==> src/rtl/spinner_quad_decoder.sv <==
`default_nettype none
// ============================================================================
// Module      : spinner_quad_decoder
// Description : Quadrature A/B decoder for the spinner/paddle input path:
//               synchronizer, per-phase glitch filter, registered decode to
//               an 8-bit position with step/error pulses and activity flag.
// Revision    : 1.0 - initial release
// ============================================================================
module spinner_quad_decoder #(
  parameter int          FILTER_LEN = 4,
  parameter int          STEP_SHIFT = 0,
  parameter bit          CLAMP      = 1'b1,
  parameter logic [7:0]  CENTER     = 8'h80,
  parameter logic [15:0] ACT_TICKS  = 16'd6000
) (
  input  logic       clk_sys,
  input  logic       reset,
  input  logic       ce,
  input  logic       enc_a,
  input  logic       enc_b,
  input  logic       center,
  output logic [7:0] pos,
  output logic       step_up,
  output logic       step_dn,
  output logic       err,
  output logic       active
);

  localparam logic [3:0]        c_filt_last = 4'(FILTER_LEN - 1);
  localparam logic signed [3:0] c_acc_lim   = 4'(1 << STEP_SHIFT);

  logic [1:0]        r_sync_a;
  logic [1:0]        r_sync_b;
  logic [1:0]        r_settle;
  logic              r_armed;
  logic              w_sync [2];
  logic              r_filt [2];
  logic [3:0]        r_cnt  [2];
  logic [1:0]        w_sync_pair;
  logic [1:0]        w_filt;
  logic [1:0]        r_prev;
  logic [1:0]        w_diff;
  logic              w_settled;
  logic              w_arm;
  logic              w_q_up;
  logic              w_q_dn;
  logic              w_illegal;
  logic signed [3:0] r_acc;
  logic signed [3:0] w_acc_sum;
  logic              w_hit_up;
  logic              w_hit_dn;
  logic [7:0]        r_pos;
  logic [7:0]        w_pos_next;
  logic              r_step_up;
  logic              r_step_dn;
  logic              r_err;
  logic [15:0]       r_timer;

  // Position of an {A,B} pair along the forward sequence 00,10,11,01.
  function automatic logic [1:0] f_gray_idx(input logic [1:0] ab);
    case (ab)
      2'b00:   return 2'd0;
      2'b10:   return 2'd1;
      2'b11:   return 2'd2;
      default: return 2'd3;
    endcase
  endfunction

  always_ff @(posedge clk_sys) begin
    if (reset) begin
      r_sync_a <= 2'b00;
      r_sync_b <= 2'b00;
      r_settle <= 2'd0;
      r_armed  <= 1'b0;
    end else begin
      r_sync_a <= {r_sync_a[0], enc_a};
      r_sync_b <= {r_sync_b[0], enc_b};
      if (r_settle != 2'd2) r_settle <= r_settle + 2'd1;
      if (w_arm) r_armed <= 1'b1;
    end
  end

  assign w_sync[1]   = r_sync_a[1];
  assign w_sync[0]   = r_sync_b[1];
  assign w_sync_pair = {r_sync_a[1], r_sync_b[1]};
  assign w_filt      = {r_filt[1], r_filt[0]};
  // Arming waits until the synchronizer holds post-reset samples.
  assign w_settled   = (r_settle == 2'd2);
  assign w_arm       = ce && !r_armed && w_settled;

  for (genvar i = 0; i < 2; i++) begin : g_phase
    always_ff @(posedge clk_sys) begin
      if (reset) begin
        r_filt[i] <= 1'b0;
        r_cnt[i]  <= 4'd0;
      end else if (w_arm) begin
        r_filt[i] <= w_sync[i];
        r_cnt[i]  <= 4'd0;
      end else if (ce && r_armed) begin
        if (w_sync[i] == r_filt[i]) begin
          r_cnt[i] <= 4'd0;
        end else if (r_cnt[i] == c_filt_last) begin
          r_filt[i] <= w_sync[i];
          r_cnt[i]  <= 4'd0;
        end else begin
          r_cnt[i] <= r_cnt[i] + 4'd1;
        end
      end
    end
  end

  assign w_diff    = f_gray_idx(w_filt) - f_gray_idx(r_prev);
  assign w_q_up    = r_armed && (w_diff == 2'd1);
  assign w_q_dn    = r_armed && (w_diff == 2'd3);
  assign w_illegal = r_armed && (w_diff == 2'd2);

  always_comb begin
    w_acc_sum = r_acc;
    if (w_q_up)      w_acc_sum = r_acc + 4'sd1;
    else if (w_q_dn) w_acc_sum = r_acc - 4'sd1;
  end

  assign w_hit_up = (w_acc_sum == c_acc_lim);
  assign w_hit_dn = (w_acc_sum == -c_acc_lim);

  always_comb begin
    w_pos_next = r_pos;
    if (w_hit_up) begin
      if (!(CLAMP && r_pos == 8'hFF)) w_pos_next = r_pos + 8'd1;
    end else if (w_hit_dn) begin
      if (!(CLAMP && r_pos == 8'h00)) w_pos_next = r_pos - 8'd1;
    end
  end

  always_ff @(posedge clk_sys) begin
    if (reset) begin
      r_prev    <= 2'b00;
      r_acc     <= 4'sd0;
      r_pos     <= CENTER;
      r_step_up <= 1'b0;
      r_step_dn <= 1'b0;
      r_err     <= 1'b0;
      r_timer   <= 16'd0;
    end else begin
      if (w_arm)        r_prev <= w_sync_pair;
      else if (r_armed) r_prev <= w_filt;
      r_step_up <= w_hit_up && !center;
      r_step_dn <= w_hit_dn && !center;
      r_err     <= w_illegal;
      if (center) begin
        r_pos <= CENTER;
        r_acc <= 4'sd0;
      end else begin
        r_pos <= w_pos_next;
        r_acc <= (w_hit_up || w_hit_dn) ? 4'sd0 : w_acc_sum;
      end
      if (w_q_up || w_q_dn)            r_timer <= ACT_TICKS;
      else if (ce && r_timer != 16'd0) r_timer <= r_timer - 16'd1;
    end
  end

  assign pos     = r_pos;
  assign step_up = r_step_up;
  assign step_dn = r_step_dn;
  assign err     = r_err;
  assign active  = (r_timer != 16'd0);

endmodule
`default_nettype wire

==> config.mk <==
export PLATFORM = sky130hd
export DESIGN_NAME = spinner_quad_decoder
export DESIGN_NICKNAME = d
export VERILOG_FILES = /design/src/rtl/spinner_quad_decoder.sv
export SDC_FILE = /design/constraint.sdc
export NUM_CORES = 1
export LEC_CHECK = 0
export BUFFER_PORTS_ARGS = -buffer_cell sky130_fd_sc_hd__buf_2
export CORE_UTILIZATION = 64
export DETAILED_ROUTE_END_ITERATION = 8
export PLACE_DENSITY = 0.84
export SLEW_MARGIN = 0
export SYNTH_ARGS = -nofsm -noshare
export SYNTH_HDL_FRONTEND = slang
export SYNTH_SLANG_ARGS = --single-unit
==> constraint.sdc <==
create_clock -name clk_sys -period 6.5 [get_ports clk_sys]
set_input_delay 0.325 -clock clk_sys [delete_from_list [all_inputs] [get_ports clk_sys]]
set_output_delay 0.325 -clock clk_sys [all_outputs]
set_load 0.05 [all_outputs]
# After elaboration in Yosys (flattened, before gate mapping)
# Memories as Yosys holds them, arrays and structs flattened.
# Cells that the tools add are included.
# word_totals
regBits	40
mem_bits_rw	10
input_bits	6
memories	2
wordCells	140
# op_classes
addsub	9
reduce_logical	24
muxes	63
n_eq_ne	18
n_bitwise	12
# mem_list
name	words	word_bits	read_ports	rd_clocked_by_memory_dff	write_ports	line_no	text
r_cnt	2	4	2	0	2	38	logic [3:0] r_cnt [2];
r_filt	2	1	2	0	2	37	logic r_filt [2];
# op_table
op	count
1-bit two-way mux	43
4-bit two-way mux	10
8-bit two-way mux	4
13-bit two-way mux	2
16-bit nonzero test	1
16-bit by 1-bit subtractor with 16-bit output, second input constant	1
2-bit == test, second input constant	7
4-bit by 2-bit == test with 1-bit output, second input constant	3
1-bit OR	12
2-bit case mux with 3 select lines	2
1-bit logical AND	9
4-bit by 1-bit adder with 4-bit output, second input constant	2
8-bit by 1-bit adder with 8-bit output, second input constant	1
8-bit == test, second input constant	1
8-bit logical NOT	1
8-bit by 1-bit subtractor with 8-bit output, second input constant	1
2-bit inequality test, second input constant	3
2-bit nonzero test	3
4-bit by 2-bit adder with 4-bit output, second input constant	1
4-bit by 1-bit == test with 1-bit output, second input constant	1
2-bit logical NOT	2
2-bit two-way mux	2
2-bit OR reduction	2
4-bit by 2-bit subtractor with 4-bit output, second input constant	1
other kinds (8)	11

# Logic depth before layout (Yosys ltp)
# An unclocked memory read counts as a cell.
# depth
word_depth	11
depth_mapped	19
mapped_depth_nobuf	18

# Worst setup path before layout
# Ideal clock, no wire load.
# synth_path
path_kind	flip-flop to flip-flop
from	memory r_filt[1]
to	register r_pos[7], in the netlist pos[7]
setup_ps	127
setup_slack_ps	2093
required_time_ps	6373
stages_incl_launch_ff	18
arrival_ps	4280
path_cell_list	edfxtp_1 -> inv_1 -> ha_1 -> ha_1 -> xnor3_2 -> or4_4 -> a21oi_2 -> xnor2_1 -> nand3_1 -> ha_1 -> a21o_1 -> a21o_1 -> a21o_1 -> a21oi_1 -> o21ai_0 -> xnor2_1 -> o21ai_1 -> or3b_1
# synth_lines
item	line_no	text
from (decl)	37	
to (signal assigned)	154	r_pos <= w_pos_next;
to (decl)	52	logic [7:0] r_pos;

==> results_dict.tcl <==
set metrics [dict create \
    diodes 0 \
    core_area_um2 3771 \
    postCtsResizedCells 0 \
    cts_tree "yes" \
    synth_cells 269 \
    cp-startpoint "r_filt[0]$_DFFE_PP_" \
    grt_pass1_vias 1805 \
    min_period_ns 4.807 \
    critPathMaxStageDelay_ns 0.49 \
    hold_slack_ns 0.2370 \
    grt_pass1_wl_mm 7.458 \
    synth_warnings 0 \
    post-route-util 0.7326 \
    initial_core_util 0.6848 \
    yosys.area.top_type_share 0.3101 \
    ant_nets 0 \
    reg2reg_to "pos[7]$_SDFFE_PP1P_" \
    synth_edf_count 10 \
    slew_headroom 0.6677 \
    synth.largest_area_cell "dfxtp_1" \
    grt_usage 0.2266 \
    status "completed" \
    finalCritPeriodShare 0.7395 \
    crit_slowest_cell "nand3_1" \
    slew_violations 0 \
    clkTransAtPathRegs_ns 0.09 \
    critPathRequiredTime_ns 6.69 \
    skew_ns 0.006009 \
    fmax_mhz 208.0 \
    cp-start-kind "register" \
    cts_setup_buffers 0 \
    clock-sinks 50 \
    hp-class "input pin to register" \
    synth-seq-cells 50 \
    cp.depth 16 \
    numCtsBuffers 5 \
    wirelength_mm 4.282 \
    crit_arrival_ns 5.00 \
    final_nets 310 \
    r2r_slack_ns 1.69 \
    cp_num_buf_inv 0 \
    setup.worst_path.class "register to register" \
    crit_path_end_kind "register" \
    area_delta_synth_final_pct 6.977 \
    reg2reg_depth 16 \
    wire_per_inst_um 12.82 \
    cp_cell_sequence "ha_1 -> ha_1 -> xnor3_2 -> or4_4 -> a21oi_2 -> xnor2_1 -> nand3_1 -> ha_1 -> a21o_1 -> a21o_1 -> a21o_1 -> a21oi_1 -> o21ai_0 -> xnor2_1 -> o21ai_1 -> or3b_1" \
    synth_nets 294 \
    fp.dieArea_um2 4293 \
    layout-drive-gt1-share 0.1259 \
    cp-endpoint "pos[7]$_SDFFE_PP1P_" \
    cts_buffer_depth 2 \
    cts_htree_levels 2 \
    clk_latency_ns 0.30 \
    finalHoldViolCount 0 \
    routed_via_density 5.581 \
    tightest_slew_ns 0.4950 \
    drtIter0Drc 99 \
    synthTopCellsByArea "dfxtp_1 31%, edfxtp_1 12%, ha_1 8.7%, nor2_1 6.0%, xnor2_1 5.8%" \
    path_max_fanout 11 \
    netlist_area_um2 2582 \
    p_leak_nw 1.210 \
    antenna_found_initial 0 \
    num_io_pins 18 \
    dieHeight_um 65.52 \
    vias 1864 \
    async_reset_ff_frac 0 \
    yosysUniqueCellTypes 46 \
    overflow 0 \
    rsz0062_at_grt "no" \
    syn_area_per_cell_um2 9.600 \
    finalSetupViolCount 0 \
    powerDensity_nw_per_um2 340.9 \
    gp_congestion 0.7787 \
    die_x_um 65.52 \
    portBuffers 17 \
    ys_seq_area_frac 0.4264 \
    vdd_drop_max_mv 0.2506 \
    root_buffer "clkbuf_8" \
    grt_max_degree 26 \
    fin_tns_setup_ns 0 \
    max_cap_violations 0 \
    crit_family "simple AND/OR/NAND/NOR gates" \
    dp_hpwl_mm 3.112 \
    cts_hold_buf 0 \
    synth_flop_cell "dfxtp_1" \
    rr_startpoint "r_filt[0]$_DFFE_PP_" \
    drt_pass1_iterations 4 \
    row_count 22 \
    drc 0 \
]
[metal layers]
metal	vias up	GRT usage	wire, um
met5	-	0	0
met2	26	0.3879	2048
met3	9	0.05035	110
met4	0	0.1005	74
met1	867	0.2694	2047
li1	962	-	-
[worst min path at each step]
stage	slack (ns)	to	cells past startpoint	startpoint
floorplan	0.41	r_sync_a[1]$_SDFF_PP0_	1	r_sync_a[0]$_SDFF_PP0_
global placement	0.42	r_sync_b[1]$_SDFF_PP0_	1	r_sync_b[0]$_SDFF_PP0_
detailed placement	0.43	r_sync_a[1]$_SDFF_PP0_	1	r_sync_a[0]$_SDFF_PP0_
CTS	0.24	r_sync_b[0]$_SDFF_PP0_	2	enc_b
global route	0.24	r_sync_b[0]$_SDFF_PP0_	2	enc_b
finish	0.24	r_sync_b[0]$_SDFF_PP0_	2	enc_b
[state kept, by name (all words and copies together) (netlist names)]
register  count
r_sync_a      2
err           1
r_timer      16
step_dn       1
r_armed       1
step_up       1
r_acc         4
r_prev        2
r_filt        2
r_settle      2
r_cnt         8
r_sync_b      2
pos           8
[cell usage in the layout, fill, tap and decap left out, types with 2 or more instances in the layout]
master,n
nor2_1,41
dfxtp_1,40
ha_1,18
xnor2_1,17
buf_2,17
a21oi_1,14
nand2_1,13
xor2_1,12
nor3_1,10
edfxtp_1,10
inv_1,8
mux2i_1,7
nand3_1,6
or3_1,6
a21o_1,6
nor2b_1,5
clkbuf_8,5
o21ai_0,4
nand2b_1,4
nand4_1,3
nor3b_1,3
a31oi_1,3
a211oi_1,3
nor4_1,3
or4_4,2
or4_1,2
or2_2,2
o21a_1,2
mux2_2,2
[cells by family after synthesis]
family                     share of synthesized area
buffers and inverters                        0.03149
adders and majority gates                    0.09496
xor gates and xnor gates                      0.1076
AOI/OAI and AO/OA                            0.08575
muxes                                        0.03585
DFF                                           0.4264
and+or+nand+nor                               0.2180
[area by class of cell]
cell class	instances	area [um^2]
timing repair buffer	17	85.08
clock inverter	2	13.76
clock buffer	6	72.57
sequential	50	1101
fill	283	1008
multi-input combinational	203	1400
inverter	8	30.03
tap	48	60.06
[cell usage after synthesis, drive strengths merged, types with 5 or more instances]
cell / number
nand2: 13
mux2i: 7
a21o: 6
nor2b: 5
a21oi: 15
xnor2: 17
nor3: 10
dfxtp: 40
or3: 6
edfxtp: 10
nor2: 42
xor2: 12
o21ai: 5
ha: 18
inv: 8
nand3: 6
[stage by stage]
| step | setup WS [ns] | instance area [um^2] | total power, mW | instances |
|---|---|---|---|---|
| floorplan | 2.093 | 2582 | 0.7125 | 269 |
| global placement | 1.921 | 2676 | 0.7561 | 326 |
| detailed placement | 1.738 | 2676 | 0.7704 | 326 |
| CTS | 1.715 | 2763 | 0.9490 | 334 |
| global route | 1.407 | 2763 | 1.012 | 334 |
| finish | 1.693 | 2763 | 0.9418 | 334 |
[power breakdown]
| part | total [mW] | internal (mW) | switching (mW) | leakage, nW |
|---|---|---|---|---|
| logic | 0.347 | 0.151 | 0.195 | 0.734 |
| clock network | 0.176 | 0.0760 | 0.100 | 0.0452 |
| registers | 0.419 | 0.373 | 0.0464 | 0.431 |
[worst register-to-register path, delay by kind of cell, from the launching register on]
kind / cells / cell delay (ns)
AOI/OAI and AO/OA: 7 / 1.17
xor gates and xnor gates: 3 / 0.85
adders and majority gates: 3 / 0.94
DFF: 1 / 0.45
and+or+nand+nor: 3 / 1.27
No activity file was read; power rests on OpenSTA's default activity.
